### config.mk
export PLATFORM = sky130hd
export DESIGN_NAME = nw_output_vc_credit_status
export DESIGN_NICKNAME = d
export VERILOG_FILES = /design/src/rtl/nw_output_vc_credit_status_pkg.sv /design/src/rtl/nw_output_vc_credit_status_credit_counter.sv /design/src/rtl/nw_output_vc_credit_status.sv
export SDC_FILE = /design/constraint.sdc
export NUM_CORES = 1
export LEC_CHECK = 0
export CORE_MARGIN = 3
export CORE_UTILIZATION = 55
export DETAILED_ROUTE_END_ITERATION = 8
export DONT_BUFFER_PORTS = 1
export PLACE_DENSITY = 0.73
export SLEW_MARGIN = 25
export SYNTH_ARGS = -nofsm -noshare
export SYNTH_HDL_FRONTEND = slang
export SYNTH_HIERARCHICAL = 1
export SYNTH_SLANG_ARGS = --single-unit
### constraint.sdc
create_clock -name clk -period 3.7 [get_ports clk]
set_input_delay 0.37 -clock clk [delete_from_list [all_inputs] [get_ports clk]]
set_output_delay 0.37 -clock clk [all_outputs]
set_load 0.005 [all_outputs]
### src/rtl/nw_output_vc_credit_status_pkg.sv
// Shared types and helpers for output-VC credit/status tracking and the VC allocators.
package nw_output_vc_credit_status_pkg;

    localparam int NP      = 5;
    localparam int NV      = 4;
    localparam int BUF_LEN = 4;
    localparam int CW      = $clog2(BUF_LEN + 1);

    typedef logic [CW-1:0] credit_t;

    typedef enum logic {
        VC_FREE  = 1'b0,
        VC_ALLOC = 1'b1
    } vc_state_e;

    // Isolates the lowest set bit; the same fixed priority the allocators use for free VCs.
    function automatic logic [NV-1:0] lowest_set_onehot(input logic [NV-1:0] req);
        return req & (~req + NV'(1));
    endfunction

endpackage

### src/rtl/nw_output_vc_credit_status_credit_counter.sv
// One output VC: saturating credit counter, registered blocked status and FREE/ALLOC state.
module nw_vc_credit_counter
    import nw_output_vc_credit_status_pkg::*;
#(
    parameter int  buf_len = BUF_LEN,
    localparam int cw      = $clog2(buf_len + 1)
) (
    input  logic          clk,
    input  logic          rst,
    input  logic          flit_sent_i,
    input  logic          tail_sent_i,
    input  logic          credit_in_i,
    input  logic          vc_alloc_i,
    output logic [cw-1:0] count_o,
    output logic          status_o,
    output logic          free_o,
    output logic          err_o
);

    localparam logic [cw-1:0] FULL = cw'(buf_len);

    logic [cw-1:0] count_q, count_d;
    logic          status_q;
    logic          cnt_err;
    logic          fsm_err;
    logic          release_w;
    vc_state_e     state_q, state_d;

    assign release_w = flit_sent_i & tail_sent_i;

    always_comb begin
        count_d = count_q;
        cnt_err = 1'b0;
        case ({flit_sent_i, credit_in_i})
            2'b10: begin
                if (count_q == '0) cnt_err = 1'b1;
                else               count_d = count_q - 1'b1;
            end
            2'b01: begin
                if (count_q == FULL) cnt_err = 1'b1;
                else                 count_d = count_q + 1'b1;
            end
            default: count_d = count_q;
        endcase
    end

    always_ff @(posedge clk) begin
        if (rst) begin
            count_q  <= FULL;
            status_q <= 1'b0;
        end else begin
            count_q  <= count_d;
            status_q <= (count_d == '0);
        end
    end

    always_ff @(posedge clk) begin
        if (rst) state_q <= VC_FREE;
        else     state_q <= state_d;
    end

    // A tail leaving in the same cycle as a new claim is back-to-back reuse: stay allocated.
    always_comb begin
        state_d = state_q;
        case (state_q)
            VC_FREE:  if (vc_alloc_i) state_d = VC_ALLOC;
            VC_ALLOC: if (release_w && !vc_alloc_i) state_d = VC_FREE;
            default:  state_d = VC_FREE;
        endcase
    end

    always_comb begin
        free_o  = (state_q == VC_FREE);
        fsm_err = ((state_q == VC_FREE) && flit_sent_i)
                | ((state_q == VC_ALLOC) && vc_alloc_i && !release_w);
    end

    assign count_o  = count_q;
    assign status_o = status_q;
    assign err_o    = cnt_err | fsm_err;

endmodule

### src/rtl/nw_output_vc_credit_status.sv
// Credit and free/allocated tracking for every output VC, plus per-port free-VC blocked flags.
module nw_output_vc_credit_status
    import nw_output_vc_credit_status_pkg::*;
#(
    parameter int  np      = NP,
    parameter int  nv      = NV,
    parameter int  buf_len = BUF_LEN,
    localparam int cw      = $clog2(buf_len + 1)
) (
    input  logic                   clk,
    input  logic                   rst,
    input  logic [np-1:0][nv-1:0]  flit_sent,
    input  logic [np-1:0][nv-1:0]  tail_sent,
    input  logic [np-1:0][nv-1:0]  credit_in,
    input  logic [np-1:0][nv-1:0]  vc_alloc,
    output logic [np-1:0][nv-1:0]  vc_status,
    output logic [np-1:0][nv-1:0]  vc_free,
    output logic [np-1:0]          free_vc_blocked,
    output logic [np-1:0]          error
);

    logic [cw-1:0]         count_w [np][nv];
    logic [np-1:0][nv-1:0] zero_cnt;
    logic [np-1:0][nv-1:0] err_pulse;
    logic [np-1:0][nv-1:0] cand_sel;
    logic [np-1:0]         error_q, error_d;

    for (genvar p = 0; p < np; p++) begin : g_port
        for (genvar v = 0; v < nv; v++) begin : g_vc
            nw_vc_credit_counter #(
                .buf_len (buf_len)
            ) u_cnt (
                .clk         (clk),
                .rst         (rst),
                .flit_sent_i (flit_sent[p][v]),
                .tail_sent_i (tail_sent[p][v]),
                .credit_in_i (credit_in[p][v]),
                .vc_alloc_i  (vc_alloc[p][v]),
                .count_o     (count_w[p][v]),
                .status_o    (vc_status[p][v]),
                .free_o      (vc_free[p][v]),
                .err_o       (err_pulse[p][v])
            );
            assign zero_cnt[p][v] = (count_w[p][v] == '0);
        end

        // Blocked when no VC is free or the allocator's pick has no credit left.
        assign cand_sel[p]        = lowest_set_onehot(vc_free[p]);
        assign free_vc_blocked[p] = (cand_sel[p] == '0) | (|(cand_sel[p] & zero_cnt[p]));
    end

    always_comb begin
        error_d = error_q;
        for (int p = 0; p < np; p++) begin
            error_d[p] = error_q[p] | (|err_pulse[p]);
        end
    end

    always_ff @(posedge clk) begin
        if (rst) error_q <= '0;
        else     error_q <= error_d;
    end

    assign error = error_q;

endmodule
# Word-level counts from Yosys, hierarchy flattened
# Cells that the tools add are included.
[totals]
word_cells = 626
latch_bits = 0
romBits = 0
memories = 0
out_inout_bits = 50
in_bits = 82
ramBits = 0
reg_bits = 105
[classes]
div = 0
n_mux = 180
n_lt_le_gt_ge = 0
add_sub_neg = 45
bitwise = 105
mul = 0
n_reduce_logical = 175
eq_ne = 60
n_shift = 0
[ops]
columns = ["operator", "count"]
rows = [
  ["$logic_not A3 Y1", 40],
  ["$mux W3", 40],
  ["$pmux W3 S2", 20],
  ["$logic_and A1 B1 Y1", 80],
  ["$mux W1", 80],
  ["$pmux W1 S2", 40],
  ["$add A3 B1 Y3 const B", 20],
  ["$eq A3 B3 Y1 const B", 20],
  ["$sub A3 B1 Y3 const B", 20],
  ["$or A1 B1 Y1", 50],
  ["$and A4 B4 Y4", 10],
  ["$eq A2 B1 Y1 const B", 20],
  ["$eq A2 B2 Y1 const B", 20],
  ["$logic_not A1 Y1", 40],
  ["$reduce_or A4 Y1", 10],
  ["$add A4 B1 Y4 const B", 5],
  ["$and A1 B1 Y1", 20],
  ["$logic_not A4 Y1", 5],
  ["$not A1 Y1", 20],
  ["$not A4 Y4", 5],
]

# Depth between registers and ports, before layout
[depth]
ltp_word = 7
mapped_depth = 7
depth_no_buf = 7

# Cells and area by module
# The synthesis kept the hierarchy.
[modules_own_cells]
columns = ["mod", "instances", "area_each_um2", "seq_area_each_um2", "cells_per_inst"]
rows = [
  ["nw_vc_credit_counter (g_port[0].g_vc[0].u_cnt ...)", 19, 391.6, 100.1, 46],
  ["nw_output_vc_credit_status", 1, 456.7, 100.1, 55],
  ["nw_vc_credit_counter (g_port[4].g_vc[0].u_cnt)", 1, 395.4, 100.1, 47],
]

# Worst setup path before layout
# OpenSTA, ideal clock, no wires.
[synth_timing]
path_kind = "input-to-reg"
start = "input port flit_sent[16] in the netlist's numbering"
end = "register g_port[4].g_vc[0].u_cnt.status_q"
n_path_buf = 0
t_arrival_ns = 1.649
setup_slack_ns = 1.992
path_stages = 5
path_cell_list = "inv_1 > ha_1 > or4_4 > nor3b_2 > o311a_1"
[synth_between]
elab_chain_len = 3
[synth_rtl]
columns = ["item", "line_no", "rtl"]
rows = [
  ["from (decl)", "nw_output_vc_credit_status.sv:12", "input logic [np-1:0][nv-1:0] flit_sent,"],
  ["$eq A2 B1 Y1 or $eq A2 B2 Y1 (tied branches)", "nw_output_vc_credit_status_credit_counter.sv:34", "case ({flit_sent_i, credit_in_i})"],
  ["$pmux W3 S2 *", "nw_output_vc_credit_status_credit_counter.sv:34", ""],
  ["$logic_not A3 Y1 *", "nw_output_vc_credit_status_credit_counter.sv:53", "status_q <= (count_d == '0);"],
  ["to (signal assigned)", "nw_output_vc_credit_status_credit_counter.sv:53", ""],
  ["to (decl)", "nw_output_vc_credit_status_credit_counter.sv:23", "logic status_q;"],
]
# Mark *: on every way between the ends. The rest lies on a longest branch, timed or not.
# A chain may end at the register's enable or synchronous reset.

==> results.toml <==
[run_status]
run_status = "finished clean"

[critical_path]
worstReg2RegStart = "g_port[4].g_vc[1].u_cnt/count_o[0]"
cpMaxStageDelayCell = "sky130_fd_sc_hd__nor4_1"
worstPathMaxFanout = 5
critPathLaunch = "g_port[0].g_vc[0].u_cnt/state_q"
crit_path_cell_trace = "inv_1 -> nor4_1 -> a21oi_1 -> o41ai_2"
worst_r2r_setup_slack_ns = 2.04
r2r.worst_path.cells = 6
timing.critical_path.buf_inv = 1
path_depth = 4
end_kind = "output pin"
worst-setup-path-type = "flip-flop to output pin"
worst_r2r_endpoint = "error[4]"
cpLargestDelayFamily = "simple AND/OR/NAND/NOR gates"
crit_path_start_kind = "flip-flop"
worst_ep_required_time_ns = 3.33
max_stage_delay_ns = 0.38
timing.critical_path.arrival_ns = 1.47
cp-endpoint = "free_vc_blocked[0]"

[global_routing]
grt_pass1_vias = 6591
grt-ovfl-total = 0
wire_length_of_the_first_global_routing_pass_um = 29300
track_usage = 0.2084
grt_start_max_net_pins = 106
grt_antenna_before_repair = 0

[power_and_ir_drop]
sequentialPowerShare = 0.416
net-switching-power_w = 0.001256
share_comb_of_total_power = 0.308
irDropWorstVdd_mv = 0.3484
internal_power_w = 0.002442
pwr-share-clk = 0.277
power_density_nw_per_um2 = 419.0
swShare = 0.3396
leakage_nw = 4.216

[yosys]
synth.largest_area_cell = "sky130_fd_sc_hd__dfxtp_1"
synth.cell_area_um2 = 8293
synth.ff_latch_count = 105
top_area_cells_in_the_synthesized_netlist = "sky130_fd_sc_hd__dfxtp_1, sky130_fd_sc_hd__ha_1, sky130_fd_sc_hd__inv_1"
sequential_fraction_of_the_synthesis_area = 0.2535
ys.warnings.count = 6
number_of_synthesized_flops_with_an_enable_pin = 0
synthDistinctLibCells = 39
synthArstFlopShare = 0
synth.net_count = 1158
postSynthCellCount = 976
synth_top_cell_area_share = 0.2535
syn_area_per_cell_um2 = 8.497
ys_dominant_reg_cell = "sky130_fd_sc_hd__dfxtp_1"

[clock_network]
cts-hold-fix-buffers = 0
number_of_gates_given_a_new_drive_strength_after_cts = 0
cts_tree = "yes"
clk_pin_slew_worst_paths_ns = 0.07
htree_num_levels = 3
clkLatencyLatePin_ns = 0.35
cts_num_sinks = 105
cts.root.buffer_cell = "sky130_fd_sc_hd__clkbuf_16"
cts_setup_buffers = 0
cts_max_path_buffers = 2
cts-buffers-inserted = 9

[finish]
multiInputGateArea_um2 = 5512
syn_to_final_growth_pct = 6.412
nets = 1168
insertedDiodeCount = 0
layout.cells.most_common_list = "sky130_fd_sc_hd__inv_1, sky130_fd_sc_hd__dfxtp_1, sky130_fd_sc_hd__ha_1"
layout_commonest_cell = "sky130_fd_sc_hd__inv_1"
final-seq-area_um2 = 2102
post_route_cells_drive_above_1_share = 0.07972
filler_cell_count = 1284

[route]
initialDrtViolationCount = 308
finalWirelength_um = 17470
route.detailed.wl_per_inst_um = 14.86
firstDrtPassIters = 6
drc = 0
routed_via_density = 5.902
final_antenna_net_count = 0
via_count = 6935

[placed_design]
gpl_congestion = 0.8795
place_ws_ns = 1.921
place_hpwl_um = 12950
placement.io_buffers = 0

[sta]
whs_ns = 0.08642
setup_ws_final_ns = 1.856
timing.final.hold_violations = 0
fin_tns_setup_ns = 0
timing.clock.skew_ns = 0.003503
worstMarginPinSlew_ns = 0.5413
rsz0062_at_grt = "false"
clock.fmax_ghz = 0.5424
setup-violations-final = 0
fin_crit_ns = 1.844
max_slew_margin = 0.6345
final_max_slew_viol_count = 0
post-route-period-util = 0.4983

[die]
dieHeight_um = 128.8
coreArea_um2 = 14640
number_of_rows_created_at_floorplan = 44
floorplan.initialDensity = 0.5663
die_area_um2 = 16590
dieWidth_um = 128.8
ioPinCount = 132

[job]
drv_cap = 0

[hold_path]
worst_hold_path_type = "primary input to flip-flop"
==> layer usage <==
layer / wire [um] / global-route usage / vias to the layer above
li1: - / - / 3532
met1: 8136 / 0.2611 / 3227
met2: 8270 / 0.3601 / 170
met3: 986 / 0.06019 / 6
met4: 71 / 0.03768 / 0
met5: 0 / 0 / -
==> cells in the mapped netlist, drive strengths merged (5+ instances only) <==
library cell	n
o311ai	19
o31a	5
nor2	66
a211oi	19
o21ai	20
a22oi	20
and2b	19
mux2i	40
o22ai	20
o41ai	5
inv	178
and2	19
a21oi	33
nand2b	20
nor4b	5
a21o	19
a32oi	19
nor4	5
a2111oi	38
nor3	11
o21bai	19
dfxtp	105
nor2b	40
nand2	59
ha	100
a311oi	19
nor3b	6
a31oi	20
nand3	20
==> power groups by stage <==
stage	clock network, W	logic [W]	registers [W]
after floorplan	0	0.000961	0.00150
after global placement	0	0.00110	0.00157
after detailed placement	0	0.00113	0.00156
after CTS	0.00106	0.00113	0.00154
after global routing	0.00110	0.00128	0.00157
final	0.00102	0.00114	0.00154
==> per-stage QoR <==
step / power, W / area, um^2 / std cells / utilization
after floorplan: 0.002458 / 8293 / 976 / -
after global placement: 0.002671 / 8512 / 1159 / 0.5813
after detailed placement: 0.002686 / 8512 / 1159 / 0.5813
after CTS: 0.003733 / 8825 / 1175 / 0.6026
after global routing: 0.003953 / 8825 / 1175 / 0.6026
final: 0.003698 / 8825 / 1175 / 0.6026
==> area by class of cell <==
| class | count | area share |
|---|---|---|
| clock buffer | 12 | 0.02680 |
| clock inverter | 4 | 0.008649 |
| inverter | 178 | 0.07571 |
| multi-input combinational | 692 | 0.6246 |
| sequential | 105 | 0.2382 |
| tap | 184 | 0.02609 |
==> flip-flops by register name, summed over array words and instances, names as in the netlist <==
register,flops
g_port.g_vc.u_cnt/count_o,60
g_port.g_vc.u_cnt/state_q,20
error,5
g_port.g_vc.u_cnt/status_o,20
==> cell families (layout without fill, tap and decap cells) <==
kind of cell               Yosys count  count (layout)  synth area share
AOI/OAI and AO/OA                  281             281            0.2969
and+or+nand+nor                    271             271            0.1685
buffers and inverters              179             194           0.08192
DFF                                105             105            0.2535
adders and majority gates          100             100            0.1509
muxes                               40              40           0.04828
==> how the worst min path moves through the flow <==
stage,startpoint,endpoint,cells after the start
after floorplan,rst,error[0],1
after detailed placement,rst,g_port[1].g_vc[3].u_cnt/state_q,1
after global placement,rst,g_port[1].g_vc[3].u_cnt/state_q,1
after global routing,rst,g_port[2].g_vc[0].u_cnt/state_q,1
final,rst,g_port[1].g_vc[0].u_cnt/state_q,1
after CTS,rst,g_port[0].g_vc[0].u_cnt/state_q,1
Power figures use the tool's default switching activity.
